$ cat src/rtl/uart_pkg.sv
// Shared state encoding and word/byte helpers for the UART word scheduler.
package uart_pkg;

    typedef enum logic [1:0] {
        IDLE,
        SEND,
        WAIT
    } state_t;

    localparam int BYTES_PER_WORD = 4;

    // MSB-first byte select; index 0 is bits [31:24].
    function automatic logic [7:0] word_byte(input logic [31:0] word, input logic [1:0] idx);
        logic [7:0] b;
        case (idx)
            2'd0:    b = word[31:24];
            2'd1:    b = word[23:16];
            2'd2:    b = word[15:8];
            default: b = word[7:0];
        endcase
        return b;
    endfunction

endpackage

$ cat src/rtl/uart_rr_arb.sv
// Combinational round-robin arbiter: first eligible index at or after ptr+1, cyclic.
module uart_rr_arb #(
    parameter int NREQ = 4
) (
    input  logic [NREQ-1:0]         eligible,
    input  logic [$clog2(NREQ)-1:0] ptr,
    output logic [NREQ-1:0]         grant,
    output logic [$clog2(NREQ)-1:0] index,
    output logic                    any
);

    localparam int          IW = $clog2(NREQ);
    localparam int unsigned N  = NREQ;

    always_comb begin
        logic [IW-1:0] cand;
        grant = '0;
        index = '0;
        any   = 1'b0;
        cand  = '0;
        for (int unsigned off = 1; off <= N; off++) begin
            cand = IW'((32'(ptr) + off) % N);
            if (!any && eligible[cand]) begin
                any         = 1'b1;
                grant[cand] = 1'b1;
                index       = cand;
            end
        end
    end

endmodule

$ cat src/rtl/uart_tx_sched.sv
// Round-robin scheduler feeding 32-bit requester words to a byte UART, MSB first,
// with a per-byte completion timeout.
module uart_tx_sched
    import uart_pkg::*;
#(
    parameter int NREQ = 4,
    parameter int TMO  = 65535
) (
    input  logic                    uclk,
    input  logic                    rst_n,
    input  logic [NREQ-1:0]         cfg_en,
    input  logic [NREQ-1:0]         req_valid,
    input  logic [NREQ*32-1:0]      req_data,
    output logic [NREQ-1:0]         req_ready,
    output logic [7:0]              tx_data,
    output logic                    tx_en,
    input  logic                    tx_done,
    output logic                    busy,
    output logic [$clog2(NREQ)-1:0] gnt_id,
    output logic                    tmo_err
);

    localparam int            IW        = $clog2(NREQ);
    localparam int            TW        = $clog2(TMO + 1);
    localparam logic [TW-1:0] TMO_C     = TW'(TMO);
    localparam logic [1:0]    LAST_BYTE = 2'(BYTES_PER_WORD - 1);

    state_t          state_q, state_d;
    logic [IW-1:0]   ptr_q, ptr_d;
    logic [31:0]     word_q, word_d;
    logic [1:0]      byte_cnt_q, byte_cnt_d;
    logic [TW-1:0]   tmo_cnt_q, tmo_cnt_d;
    logic [IW-1:0]   gnt_id_q, gnt_id_d;
    logic [7:0]      tx_data_q, tx_data_d;

    logic [NREQ-1:0] eligible;
    logic [NREQ-1:0] arb_grant;
    logic [IW-1:0]   arb_index;
    logic            arb_any;
    logic [31:0]     req_word [NREQ];

    assign eligible = req_valid & cfg_en;

    uart_rr_arb #(.NREQ(NREQ)) u_arb (
        .eligible (eligible),
        .ptr      (ptr_q),
        .grant    (arb_grant),
        .index    (arb_index),
        .any      (arb_any)
    );

    always_comb begin
        for (int unsigned i = 0; i < NREQ; i++) begin
            req_word[i] = req_data[32*i +: 32];
        end
    end

    always_comb begin
        state_d    = state_q;
        ptr_d      = ptr_q;
        word_d     = word_q;
        byte_cnt_d = byte_cnt_q;
        tmo_cnt_d  = tmo_cnt_q;
        gnt_id_d   = gnt_id_q;
        tx_data_d  = tx_data_q;
        tmo_err    = 1'b0;
        case (state_q)
            IDLE: begin
                if (arb_any) begin
                    word_d     = req_word[arb_index];
                    gnt_id_d   = arb_index;
                    ptr_d      = arb_index;
                    byte_cnt_d = '0;
                    // tx_data is loaded on entry to SEND so it is valid alongside tx_en
                    tx_data_d  = word_byte(req_word[arb_index], 2'd0);
                    state_d    = SEND;
                end
            end
            SEND: begin
                tmo_cnt_d = '0;
                state_d   = WAIT;
            end
            WAIT: begin
                if (tx_done) begin
                    if (byte_cnt_q == LAST_BYTE) begin
                        state_d = IDLE;
                    end else begin
                        byte_cnt_d = byte_cnt_q + 2'd1;
                        tx_data_d  = word_byte(word_q, byte_cnt_q + 2'd1);
                        state_d    = SEND;
                    end
                end else begin
                    tmo_cnt_d = tmo_cnt_q + 1'b1;
                    if (tmo_cnt_d == TMO_C) begin
                        tmo_err = 1'b1;
                        state_d = IDLE;
                    end
                end
            end
            default: state_d = IDLE;
        endcase
    end

    always_ff @(posedge uclk or negedge rst_n) begin
        if (!rst_n) begin
            state_q    <= IDLE;
            ptr_q      <= IW'(NREQ - 1);
            word_q     <= '0;
            byte_cnt_q <= '0;
            tmo_cnt_q  <= '0;
            gnt_id_q   <= '0;
            tx_data_q  <= '0;
        end else begin
            state_q    <= state_d;
            ptr_q      <= ptr_d;
            word_q     <= word_d;
            byte_cnt_q <= byte_cnt_d;
            tmo_cnt_q  <= tmo_cnt_d;
            gnt_id_q   <= gnt_id_d;
            tx_data_q  <= tx_data_d;
        end
    end

    assign req_ready = (rst_n && state_q == IDLE) ? arb_grant : '0;
    assign tx_en     = (state_q == SEND);
    assign tx_data   = tx_data_q;
    assign busy      = (state_q != IDLE);
    assign gnt_id    = gnt_id_q;

endmodule
$ cat config.mk
export PLATFORM = sky130hd
export DESIGN_NAME = uart_tx_sched
export DESIGN_NICKNAME = d
export VERILOG_FILES = /design/src/rtl/uart_pkg.sv /design/src/rtl/uart_rr_arb.sv /design/src/rtl/uart_tx_sched.sv
export SDC_FILE = /design/constraint.sdc
export NUM_CORES = 1
export LEC_CHECK = 0
export ABC_AREA = 1
export BUFFER_PORTS_ARGS = -buffer_cell sky130_fd_sc_hd__buf_2
export CAP_MARGIN = 20
export CORE_ASPECT_RATIO = 0.9
export CORE_MARGIN = 2
export CORE_UTILIZATION = 50
export DETAILED_ROUTE_END_ITERATION = 10
export PLACE_DENSITY_LB_ADDON = 0.15
export SETUP_SLACK_MARGIN = 0.3
export SLEW_MARGIN = 20
export SYNTH_ARGS = -nofsm -noshare
export SYNTH_HDL_FRONTEND = slang
export SYNTH_HIERARCHICAL = 1
export SYNTH_SLANG_ARGS = --single-unit
$ cat constraint.sdc
create_clock -name uclk -period 6.06 [get_ports uclk]
set_clock_uncertainty 0.1 [all_clocks]
set_input_delay 0.606 -clock uclk [delete_from_list [all_inputs] [get_ports uclk]]
set_output_delay 0.606 -clock uclk [all_outputs]
set_load 0.01 [all_outputs]
After elaboration in Yosys (flattened, before gate mapping)

Index checks and enable logic that the tools add are counted.

Input port bits: 139
Memory bits (writable): 0
Memory bits (read-only): 0
Register bits after elaboration: 64
Memories kept: 0
Word-level logic and storage cells: 109
Output and inout port bits: 17
Latch bits: 0

$add $sub $neg: 6
$mul: 0
Multiplexer cells: 51
Reduce and logical (&&, ||, !) cells: 20
Order comparisons: 9
Div/mod/pow operators: 0
Shift-type cells: 0
Eq/ne operators: 11
Bitwise logic cells: 5

Operator list:

| kind                    | count |
|---|---|
| $bmux W32 S2            | 1 |
| $mux W32                | 2 |
| $pmux W16 S2            | 1 |
| $mux W8                 | 3 |
| $pmux W8 S3             | 1 |
| $mux W2                 | 10 |
| $mux W4                 | 5 |
| $add A16 B1 Y16 const B | 1 |
| $eq A16 B16 Y1 const B  | 1 |
| $mux W1                 | 16 |
| $mux W16                | 1 |
| $pmux W8 S2             | 1 |
| $lt A2 B3 Y1 const B    | 4 |
| $or A4 B4 Y4            | 3 |
| $bmux W1 S2             | 4 |
| $demux W1 S2            | 4 |
| $ge A2 B1 Y1 const B    | 4 |
| $logic_and A1 B1 Y1     | 8 |
| $ne A2 B2 Y1 const B    | 4 |
| $add A2 B1 Y2 const B   | 3 |
| $eq A2 B2 Y1 const B    | 3 |
| $pmux W2 S3             | 1 |
| $reduce_and A2 Y1       | 3 |
| $reduce_bool A2 Y1      | 3 |
| 10 further kinds        | 15 |

Depth between registers and ports, before layout

Depth in word-level cells: 19
Depth in mapped cells: 18
Depth with buffers taken out: 16

Modules after synthesis

The synthesis kept the hierarchy.

By module, submodules not included:

| module        | seq. area each (um^2) | times used | area an instance (um^2) | cells each |
|---|---|---|---|---|
| uart_tx_sched | 1604.0                | 1          | 4120.2                  | 613 |
| uart_rr_arb   | 0.0                   | 1          | 535.5                   | 81 |

Worst setup path after synthesis

Ideal clock, no wire load.

Path type: register to register
Start point: register ptr_q[0]
End point: register word_q[14]
Path buffers: 4
Required time: 5.878 ns
Clock period less this slack: 2.861 ns
Library setup time: 0.082 ns
Path slack: 3.199 ns
Arrival time: 2.679 ns
Cell stages (with the launch flop): 17
Cells stage by stage: dfstp_2 -> buf_6 -> inv_8 -> ha_1 -> inv_2 -> nand3_4 -> nand2_4 -> nor2_4 -> nand3_1 -> a21oi_1 -> buf_2 -> buf_2 -> buf_2 -> nor2_1 -> nor2_1 -> o21ai_0 -> a31oi_1

Cells in the longest elaborated chain, start to end: 17
Elaborated cells between the ends (all ways): 31
Those cells by class: 4 x add/sub; 19 x mux; 1 x bitwise; 7 x reduce/logical

Ends and longest elaborated chain:

| item                                             | line                 | source |
|---|---|---|
| start: declaration                               | uart_tx_sched.sv:29  | `logic [IW-1:0] ptr_q, ptr_d;` |
| start signal: assignment                         | uart_tx_sched.sv:107 | `ptr_q <= IW'(NREQ - 1);` |
| start signal: assignment                         | uart_tx_sched.sv:115 | `ptr_q <= ptr_d;` |
| $add A2 B1 Y2                                    | uart_rr_arb.sv:22    | `cand = IW'((32'(ptr) + off) % N);` |
| $bmux W1 S2                                      | uart_rr_arb.sv:23    | `if (!any && eligible[cand]) begin` |
| $mux W1 (implied by the code)                    | uart_rr_arb.sv:23    |  |
| $mux W1                                          | uart_rr_arb.sv:23    |  |
| $logic_not A1 Y1                                 | uart_rr_arb.sv:23    |  |
| $logic_and A1 B1 Y1                              | uart_rr_arb.sv:23    |  |
| $mux W1                                          | uart_rr_arb.sv:23    |  |
| $logic_not A1 Y1                                 | uart_rr_arb.sv:23    |  |
| $logic_and A1 B1 Y1                              | uart_rr_arb.sv:23    |  |
| $mux W1                                          | uart_rr_arb.sv:23    |  |
| $logic_not A1 Y1                                 | uart_rr_arb.sv:23    |  |
| $logic_and A1 B1 Y1                              | uart_rr_arb.sv:23    |  |
| $mux W2 (*)                                      | uart_rr_arb.sv:23    |  |
| net arb_index[0]                                 | uart_tx_sched.sv:38  | `logic [IW-1:0] arb_index;` |
| $not A2 Y3 (implied by the code) (*)             | uart_tx_sched.sv:70  | `word_d = req_word[arb_index];` |
| $bmux W32 S2 (*)                                 | uart_tx_sched.sv:70  |  |
| $mux W32 (implied by the code) (*) (2 in series) | uart_tx_sched.sv:70  |  |
| end signal: assignment                           | uart_tx_sched.sv:116 | `word_q <= word_d;` |
| end: declaration                                 | uart_tx_sched.sv:30  | `logic [31:0] word_q, word_d;` |

Mark *: on every way through the listed nets, which the timed path passes. The rest lies on a longest branch. The select of a mux whose other input is x is not followed.
A chain may end at the register's enable or synchronous reset.

Worst setup path in the final report

Start point: register ptr_q[0]
End point: register tx_data_q[7] (netlist: tx_data[7])

Cells in the longest elaborated chain, start to end: 19
Elaborated cells between the ends (all ways): 34
Those cells by class: 4 x add/sub; 1 x eq/ne; 21 x mux; 1 x bitwise; 7 x reduce/logical

Ends and longest elaborated chain:

| item                                             | line                 | source |
|---|---|---|
| $add A2 B1 Y2                                    | uart_rr_arb.sv:22    |  |
| $bmux W1 S2                                      | uart_rr_arb.sv:23    |  |
| $mux W1 (implied by the code)                    | uart_rr_arb.sv:23    |  |
| $mux W1                                          | uart_rr_arb.sv:23    |  |
| $logic_not A1 Y1                                 | uart_rr_arb.sv:23    |  |
| $logic_and A1 B1 Y1                              | uart_rr_arb.sv:23    |  |
| $mux W1                                          | uart_rr_arb.sv:23    |  |
| $logic_not A1 Y1                                 | uart_rr_arb.sv:23    |  |
| (+3 left out)                                    | n/a                  |  |
| $logic_and A1 B1 Y1                              | uart_rr_arb.sv:23    |  |
| $mux W2 (*)                                      | uart_rr_arb.sv:23    |  |
| net arb_index[0]                                 | uart_tx_sched.sv:38  |  |
| $not A2 Y3 (implied by the code) (*)             | uart_tx_sched.sv:75  | `tx_data_d = word_byte(req_word[arb_index], 2'd0);` |
| $bmux W32 S2 (*)                                 | uart_tx_sched.sv:75  |  |
| $mux W32 (implied by the code) (*) (2 in series) | uart_tx_sched.sv:75  |  |
| $mux W8 (*)                                      | uart_tx_sched.sv:69  | `if (arb_any) begin` |
| $pmux W8 S2 (*)                                  | uart_tx_sched.sv:67  | `case (state_q)` |
| end signal: assignment                           | uart_tx_sched.sv:120 | `tx_data_q <= tx_data_d;` |
| end: declaration                                 | uart_tx_sched.sv:34  | `logic [7:0] tx_data_q, tx_data_d;` |

Marked as above.

==> impl_metrics.tcl <==
set metrics [dict create \
    arrival_ns 3.98 \
    die_h_um 95.5 \
    rsz0062_at_grt "no" \
    synthCells 694 \
    peakVddDrop_mv 0.367 \
    start_util_pct 51.3 \
    ys_seq_elements 64 \
    ctsResizeCount 0 \
    numCtsBuffers 9 \
    total_power_uw 3640 \
    cts_num_sinks 64 \
    fmax_mhz 260 \
    ios 156 \
    final_common_cell "buf_2" \
    port_buffers 155 \
    ys_seq_area_share_pct 34.5 \
    finalSetupTns_ns 0 \
    crit_path_end_kind "flip-flop" \
    clk_path_buf_depth 2 \
    final_hold_viol_count 0 \
    drt-wirelength-per-cell_um 14.0 \
    drt_iter0_markers 318 \
    area_growth_pct 23.4 \
    hpwl_um 10300 \
    synth_cell_types 35 \
    synth_fp_nets 848 \
    grt_max_degree 67 \
    fp.coreArea_mm2 0.00908 \
    cellPowerDensity_mw_per_mm2 633 \
    grt_pass1_wl_um 21700 \
    antenna_left 0 \
    cp.required_ns 6.19 \
    max_cap_viol_count 0 \
    overflow 0 \
    layout.nets 982 \
    power.leakage_uw 0.00278 \
    fin_crit_ns 3.85 \
    cp-start-kind "flip-flop" \
    num_antenna_cells 0 \
    crit_type "reg -> reg" \
    slew_violations 0 \
    status "completed" \
    track_usage_pct 27.1 \
    routed_wl_um 13300 \
    fin_crit_sh_pct 63.6 \
    antenna_found_initial 0 \
    die_area_mm2 0.0101 \
    num-fill-cells 888 \
    grt_pass1_vias 4688 \
    critPathMaxFanout 66 \
    drcViolationCount 0 \
    post-cts-setup-buffers 0 \
    row_count 33 \
    hold_class "in -> async" \
    worst_pin_slew_ns 0.832 \
    final_cell_mix "155 x buf_2, 151 x nand2_1, 146 x nor2_1" \
    synth_warnings 6 \
    cts_hold_buffers 0 \
    clockRootBuffer "clkbuf_8" \
    first_pass_iters 5 \
    vias 5092 \
    syn_area_per_cell_um2 6.71 \
    viasPerCell 5.33 \
    setup_viol 0 \
    cts_tree "built" \
    die_w_um 106 \
    relSlewSlack_pct 44.5 \
    gp_congestion 0.893 \
    drive_gt1_share_pct 24.5 \
    syn-cell-area_mm2 0.00466 \
    h-tree-depth 3 \
    clk_latency_ns 0.34 \
    cts.clk_slew.worst_paths_ns 0.08 \
]
[registers in the layout (all words and copies together) (netlist names)]
| register | count |
|---|---|
| word_q | 32 |
| tmo_cnt_q | 16 |
| tx_data | 8 |
| byte_cnt_q | 2 |
| gnt_id | 2 |
| ptr_q | 2 |
| state_q | 2 |
[metal layers]
| layer | track usage, % | routed length [um] |
|---|---|---|
| met5 | 0 | 0 |
| met4 | 9.10 | 321 |
| met3 | 5.06 | 789 |
| met2 | 47.3 | 6210 |
| met1 | 34.0 | 6000 |
[cell usage after synthesis (all sizes together)]
cell type  count  area (um2)
ha            15         188
a211oi         1        12.5
dfstp          2        52.6
dfrtp         62        1550
nor2         152         598
nand2        158         626
xnor2          1        8.76
inv           53         209
buf           24         133
a32o           8        80.1
xor2           2        17.5
nand4         11        68.8
clkbuf        13        48.8
nand3         36         210
nor3           2        10.0
o22ai          9        56.3
o21ai         84         428
a31oi         32         200
a21oi         24         120
o21bai         1        7.51
a21boi         4        30.0
[report_power, final]
group	switching (uW)	internal (uW)
registers	140	616
clock network	166	295
logic	1570	853
[final cells by class]
| type | instances | area, um2 | area share [%] |
|---|---|---|---|
| clock inverter | 5 | 103 | 1.79 |
| sequential | 64 | 1600 | 27.9 |
| tap | 122 | 153 | 2.66 |
| inverter | 53 | 209 | 3.64 |
| clock buffer | 11 | 151 | 2.64 |
| timing repair buffer | 160 | 846 | 14.7 |
| multi-input combinational | 540 | 2680 | 46.6 |
[worst max-delay path: stages, from the launching register on]
cell	delay, ns
dfstp_2	0.73
inv_8	0.10
ha_1	0.38
inv_2	0.09
nand3_4	0.12
nand2_4	0.08
nor2_4	0.23
nand3_1	0.16
a21oi_4	0.13
buf_4	0.48
inv_2	0.50
nand2_1	0.17
a32o_1	0.21
o21ai_0	0.08
nand2_1	0.09
nand2_1	0.05
[path summary, 6_finish.rpt]
check,startpoint,end,slack [ns],cells after the start
hold reg to reg,gnt_id[1],gnt_id[1],0.39,2
setup reg to reg,ptr_q[0],tx_data[7],2.21,15
min in group uclk,gnt_id[1],gnt_id[1],0.39,2
max in group asynchronous,rst_n,word_q[16],4.98,2
hold / removal,rst_n,gnt_id[0],0.33,2
setup / recovery,ptr_q[0],tx_data[7],2.21,15
[cell families (layout without fill, tap and decap cells)]
logic type	Yosys count	count (layout)	share of synthesized area, %
AOI/OAI and AO/OA	163	163	20.1
xor gates and xnor gates	3	3	0.564
adders and majority gates	15	15	4.03
buffers and inverters	90	229	8.38
DFF	64	64	34.5
and+or+nand+nor	359	359	32.5
[through the flow]
step / instances / setup slack (ns) / hold WS, ns / instance area (um2) / utilization (%)
global route: 955 / 1.88 / 0.413 / 5750 / 63.3
finish: 955 / 2.21 / 0.328 / 5750 / 63.3
global placement: 937 / 2.27 / 0.362 / 5440 / 59.9
detailed placement: 938 / 2.24 / 0.353 / 5470 / 60.2
floorplan: 694 / 3.20 / 0.210 / 4660 / -
CTS: 954 / 2.22 / 0.374 / 5730 / 63.0
Note: power is estimated with default switching activity, not from simulation.
